## config.mk

```make
export PLATFORM = sky130hd
export DESIGN_NAME = instruction_fetch_unit
export DESIGN_NICKNAME = d
export VERILOG_FILES = /design/src/rtl/instruction_fetch_unit.sv
export SDC_FILE = /design/constraint.sdc
export NUM_CORES = 1
export LEC_CHECK = 0
export CAP_MARGIN = 20
export CORE_MARGIN = 1.5
export CORE_UTILIZATION = 55
export CTS_CLUSTER_DIAMETER = 100
export DETAILED_ROUTE_END_ITERATION = 7
export PLACE_DENSITY = 0.95
export SYNTH_ARGS = -nofsm -noshare
export SYNTH_HDL_FRONTEND = slang
export SYNTH_SLANG_ARGS = --single-unit
export TNS_END_PERCENT = 50
```

## constraint.sdc

```tcl
create_clock -name CLK -period 21 [get_ports CLK]
set_input_delay 6.3 -clock CLK [delete_from_list [all_inputs] [get_ports CLK]]
set_output_delay 6.3 -clock CLK [all_outputs]
set_load 0.005 [all_outputs]
```

## src/rtl/instruction_fetch_unit.sv

```systemverilog
// Instruction-fetch front end: PC sequencing, timed memory sampling, prefetch queue, redirect/exception flush.
// Optional macro IFU_ALIGN_CHECK_EN: misaligned redirect targets raise AlignFault and vector to EXC_VECTOR.
`timescale 1ns/1ps
module instruction_fetch_unit #(
    parameter int unsigned MEM_WAIT   = 1,
    parameter int unsigned FIFO_DEPTH = 2,
    parameter logic [31:0] RESET_PC   = 32'h0,
    parameter logic [31:0] EXC_VECTOR = 32'hF000_0000
) (
    input  logic        CLK,
    input  logic        Reset,
    input  logic [31:0] StartPC,
    output logic [31:0] IMemAddress,
    input  logic [31:0] IMemData,
    input  logic        Redirect,
    input  logic [31:0] RedirectPC,
    input  logic        Exception,
    output logic        InstrValid,
    output logic [31:0] Instr,
    output logic [31:0] InstrPC,
    input  logic        InstrReady,
    output logic        AlignFault
);
    localparam int unsigned PW = (FIFO_DEPTH > 1) ? $clog2(FIFO_DEPTH) : 1;
    localparam int unsigned CW = PW + 1;
    localparam int unsigned WW = 4;

    typedef enum logic [1:0] {BOOT, ACCESS, HOLD} state_e;

    state_e        state_q;
    logic [31:0]   pc_q;
    logic [WW-1:0] cnt_q;
    logic [31:0]   fifo_pc_q   [FIFO_DEPTH];
    logic [31:0]   fifo_data_q [FIFO_DEPTH];
    logic [PW-1:0] rd_ptr_q, wr_ptr_q;
    logic [CW-1:0] count_q;
    logic          valid_q;
    logic [31:0]   instr_q, instr_pc_q;
    logic          align_fault_q;

    logic          flush, pop, push_ok, sample, push, misaligned;
    logic [31:0]   target;
    logic [PW-1:0] rd_ptr_d, wr_ptr_d;
    logic [CW-1:0] count_d;
    logic [31:0]   head_pc_d, head_data_d;

    // Flush, handshake and next queue state; the head is precomputed so outputs stay registered
    always_comb begin
        flush   = (state_q != BOOT) && (Exception || Redirect);
        pop     = valid_q && InstrReady;
        push_ok = (count_q < CW'(FIFO_DEPTH)) || pop;
        sample  = ((state_q == ACCESS) && (cnt_q == WW'(MEM_WAIT))) || (state_q == HOLD);
        push    = sample && push_ok && !flush;
`ifdef IFU_ALIGN_CHECK_EN
        misaligned = Redirect && !Exception && (RedirectPC[1:0] != 2'b00);
        target     = (Exception || misaligned) ? (EXC_VECTOR & ~32'h3) : (RedirectPC & ~32'h3);
`else
        misaligned = 1'b0;
        target     = Exception ? (EXC_VECTOR & ~32'h3) : (RedirectPC & ~32'h3);
`endif
        rd_ptr_d = rd_ptr_q;
        wr_ptr_d = wr_ptr_q;
        count_d  = count_q;
        if (flush) begin
            rd_ptr_d = '0;
            wr_ptr_d = '0;
            count_d  = '0;
        end else begin
            if (pop)  rd_ptr_d = rd_ptr_q + PW'(1);
            if (push) wr_ptr_d = wr_ptr_q + PW'(1);
            count_d = count_q + CW'(push) - CW'(pop);
        end
        head_pc_d   = '0;
        head_data_d = '0;
        if (count_d != '0) begin
            if (push && (wr_ptr_q == rd_ptr_d)) begin
                head_pc_d   = pc_q;
                head_data_d = IMemData;
            end else begin
                head_pc_d   = fifo_pc_q[rd_ptr_d];
                head_data_d = fifo_data_q[rd_ptr_d];
            end
        end
    end

    always_ff @(posedge CLK or posedge Reset) begin
        if (Reset) begin
            state_q       <= BOOT;
            pc_q          <= RESET_PC;
            cnt_q         <= '0;
            rd_ptr_q      <= '0;
            wr_ptr_q      <= '0;
            count_q       <= '0;
            valid_q       <= 1'b0;
            instr_q       <= '0;
            instr_pc_q    <= '0;
            align_fault_q <= 1'b0;
            for (int i = 0; i < int'(FIFO_DEPTH); i++) begin
                fifo_pc_q[i]   <= '0;
                fifo_data_q[i] <= '0;
            end
        end else begin
            rd_ptr_q      <= rd_ptr_d;
            wr_ptr_q      <= wr_ptr_d;
            count_q       <= count_d;
            valid_q       <= (count_d != '0);
            instr_q       <= head_data_d;
            instr_pc_q    <= head_pc_d;
            align_fault_q <= flush && misaligned;
            if (push) begin
                fifo_pc_q[wr_ptr_q]   <= pc_q;
                fifo_data_q[wr_ptr_q] <= IMemData;
            end
            // Sequencer: BOOT loads StartPC once; a sample that cannot push parks in HOLD
            if (state_q == BOOT) begin
                pc_q    <= StartPC & ~32'h3;
                cnt_q   <= '0;
                state_q <= ACCESS;
            end else if (flush) begin
                pc_q    <= target;
                cnt_q   <= '0;
                state_q <= ACCESS;
            end else if (push) begin
                pc_q    <= pc_q + 32'd4;
                cnt_q   <= '0;
                state_q <= ACCESS;
            end else if (state_q == ACCESS) begin
                if (sample) state_q <= HOLD;
                else        cnt_q   <= cnt_q + WW'(1);
            end
        end
    end

    assign IMemAddress = pc_q;
    assign InstrValid  = valid_q;
    assign Instr       = instr_q;
    assign InstrPC     = instr_pc_q;
    assign AlignFault  = align_fault_q;
endmodule

```

==> metrics.txt <==
outcome=finished clean; drt first pass iters=6; NetSw=0.296 mW; CP max stage delay=890 ps; RSZ-0062 raised after global routing=no; Synth top area share=0.550; vias in the first global route=7948; port bufs=189; Slew Limit Fails=0; synthesized instance count=859; CP Class=input pin to flip-flop; Avg WL per Cell=20.2 um; Residual DRC=0; proportion of power drawn by the clock network=0.370; Yosys cell types=59; Die Ht=roughly 140 um; Post-Layout Inst Area=13200 um^2; FF+latch count, synth=227; fraction of layout cells with a size suffix above 1=0.162; sw frac=0.253; Post-CTS Resized=0; Final Power=roughly 1.2 mW; core footprint=18200 um^2; HPWL after DPL=between 15000 and 20000 um; Post-CTS Hold Fix Bufs=0; Worst Max-Slew Pin Slew=1090 ps; Primary FF master, synth=dfrtp_1; # Post-CTS Setup Buffers=0; CP startpoint kind=input pin; cells along the critical path=clkdlybuf4s50_1, nor2_1, nand2_1, ha_1, inv_1, ha_1, xnor2_1, xnor2_1, o21ai_4, buf_4, a211oi_1; family with the most delay on the worst path=buffers and inverters; Fin Clk Skew=10.1 ps; Int Power=0.876 mW; GRT Total Usage=0.262; non-filler cells, final=1265; Post-synth EDFFs=0; synthesized cell area=between 10000 and 15000 um^2; clk sinks=around 230; register share of total power=0.473; Clock Tree Buf Depth=3; cell total after placement=about 1200; first-pass GRT wire length=41200 um; DP Area=~12000 um^2; Die Wd=~140 um; Req. time, crit path=21330 ps; CP endpoint kind=flip-flop; WHS Path Cells=2; Final period util=0.470; Comb power frac=0.158; H-Tree Depth=1; final net count=1124; setup tns final=0 ps; Leak Pwr=6.22 nW; Crit Path Max Fanout=55; Synth warnings=0; Worst Reg2Reg Path Length in Cells=13; final hold violation count=0; area of the die=19600 um^2; Worst Hold Class=flip-flop to flip-flop; CP bufs+invs=3; grt ovf=0; Initial Utilization=0.567; TritonCTS buffer count=24; clock transition at the registers of the reported paths=roughly 60 ps; Final GP Congestion=about 0.89; synthesized area per cell=12.0 um^2; P per Cell Area=between 80 and 90 nW/um^2; ant diodes=0; Vias/cell=between 6 and 7; num rows=49; Area contributors post-synth=dfrtp_1 55%, mux2_2 12%, mux2i_1 6.1%; WL final=about 26000 um; clk root buf=clkbuf_16; Synth async-reset ratio=1.00; cell type with the highest aggregate area in the netlist=dfrtp_1; CP arrival=10190 ps; final setup fails=0; min Tclk post-route=9860 ps; register area share after synthesis=0.550; I/O pins=199; worst skew pair latency=510 ps; largest net degree at the start of global routing=between 150 and 200; initial antenna violation count=0; Crit path depth=11; Peak VDD IR=56.4 uV; CTS tree=done; Max Clock Freq=101 MHz; Slew HR=0.269; ANT nets after route=0; Vias=7600; Max Cap Violations=0; CP max-delay cell=nor2_1; 1st-iter DRT viols=roughly 430; Area Growth Syn to Fin=27.5%
cells by family after synthesis:
family	synth area share
AOI/OAI and AO/OA	0.121
xor gates and xnor gates	0.0166
adders and majority gates	0.00606
buffers and inverters	0.0354
DFF	0.550
muxes	0.195
other	0.000363
and+or+nand+nor	0.0748
through the flow:
stage	setup WS [ps]	hold WS, ps	utilization
after floorplan	8480	449	-
after global placement	10840	467	0.675
after detailed placement	10710	476	0.675
after CTS	11220	490	0.720
after global routing	10890	508	0.723
final	11140	488	0.723
routing by layer:
metal	vias to the layer above	global-route usage	wire (um)
li1	3460	-	-
met1	3818	0.325	10300
met2	263	0.449	12700
met3	59	0.0598	1820
met4	0	0.0992	737
met5	-	0	0
path summary, 6_finish.rpt:
| path | from | end | slack, ps |
|---|---|---|---|
| min in group asynchronous | Reset | fifo_data_q[5] | 6110 |
| min reg2reg | fifo_pc_q[28] | fifo_pc_q[28] | 490 |
| max reg2reg | cnt_q[1] | Instr[31] | 16520 |
| max | Redirect | Instr[31] | 11140 |
| min | fifo_pc_q[28] | fifo_pc_q[28] | 490 |
| max in group asynchronous | Reset | fifo_pc_q[11] | 13070 |
placed cells by master, fill, tap and decap left out, types with 6 or more instances in the layout:
cell             synthesis  final
a22oi_1                 10     10
a21oi_1                 25     25
nor2_1                  86     85
clkbuf_8                 0      6
nand2_1                 24     23
xor2_1                  10     10
mux2i_1                 63     63
a31oi_1                  9      9
o22ai_1                  7      7
clkdlybuf4s50_1          0    189
mux2_1                  17     17
buf_4                   11      7
xnor2_1                  7      7
a211oi_1                64     64
nand3_1                 10     10
o21ai_0                 25     25
inv_1                   10      9
clkbuf_16                0     25
mux2_2                 106    106
nand4_1                  9      9
dfrtp_1                227    227
state kept, by name, indices dropped and copies added (netlist names):
register,flops
rd_ptr_q,1
IMemAddress,30
Instr,32
count_q,2
cnt_q,4
state_q,2
wr_ptr_q,1
fifo_pc_q,60
InstrValid,1
InstrPC,30
fifo_data_q,64
worst reg2reg max path: cells and delay by family, from the launching register on:
| family | cells | cell delay (ps) |
|---|---|---|
| compound gates | 3 | 1370 |
| xor+xnor | 2 | 320 |
| fa+ha+maj | 3 | 690 |
| buf+inv | 3 | 740 |
| flops | 1 | 410 |
| simple gates | 2 | 760 |
power groups by stage:
stage / combinational [mW] / sequential (mW) / clock [mW]
global placement: 0.174 / 0.554 / 0
CTS: 0.185 / 0.554 / 0.441
global route: 0.204 / 0.562 / 0.459
finish: 0.185 / 0.554 / 0.433
detailed placement: 0.183 / 0.561 / 0
floorplan: 0.123 / 0.545 / 0
Yosys cell counts, types with 3 or more instances:
| master | n |
|---|---|
| a211o_1 | 3 |
| a211oi_1 | 64 |
| a21oi_1 | 25 |
| a22oi_1 | 10 |
| a2bb2oi_1 | 5 |
| a31oi_1 | 9 |
| a32oi_1 | 3 |
| and2_1 | 5 |
| and3_1 | 3 |
| and4_1 | 5 |
| buf_2 | 22 |
| buf_4 | 11 |
| clkbuf_1 | 36 |
| dfrtp_1 | 227 |
| ha_1 | 5 |
| inv_1 | 10 |
| mux2_1 | 17 |
| mux2_2 | 106 |
| mux2i_1 | 63 |
| nand2_1 | 24 |
| nand3_1 | 10 |
| nand4_1 | 9 |
| nor2_1 | 86 |
| nor3_1 | 4 |
| nor4_1 | 3 |
| o21ai_0 | 25 |
| o22ai_1 | 7 |
| o2bb2ai_1 | 3 |
| o31ai_1 | 5 |
| or3_1 | 4 |
| xnor2_1 | 7 |
| xor2_1 | 10 |
cell type report:
class                           count  area (um^2)
Inverter                           10         45.0
Clock buffer                       36          727
Timing Repair Buffer              198         2000
Fill cell                        1208         5050
Sequential cell                   227         5680
Clock inverter                      8         95.1
Multi-Input combinational cell    557         4330
Tap cell                          229          287
Note: power is estimated with default switching activity, not from simulation.
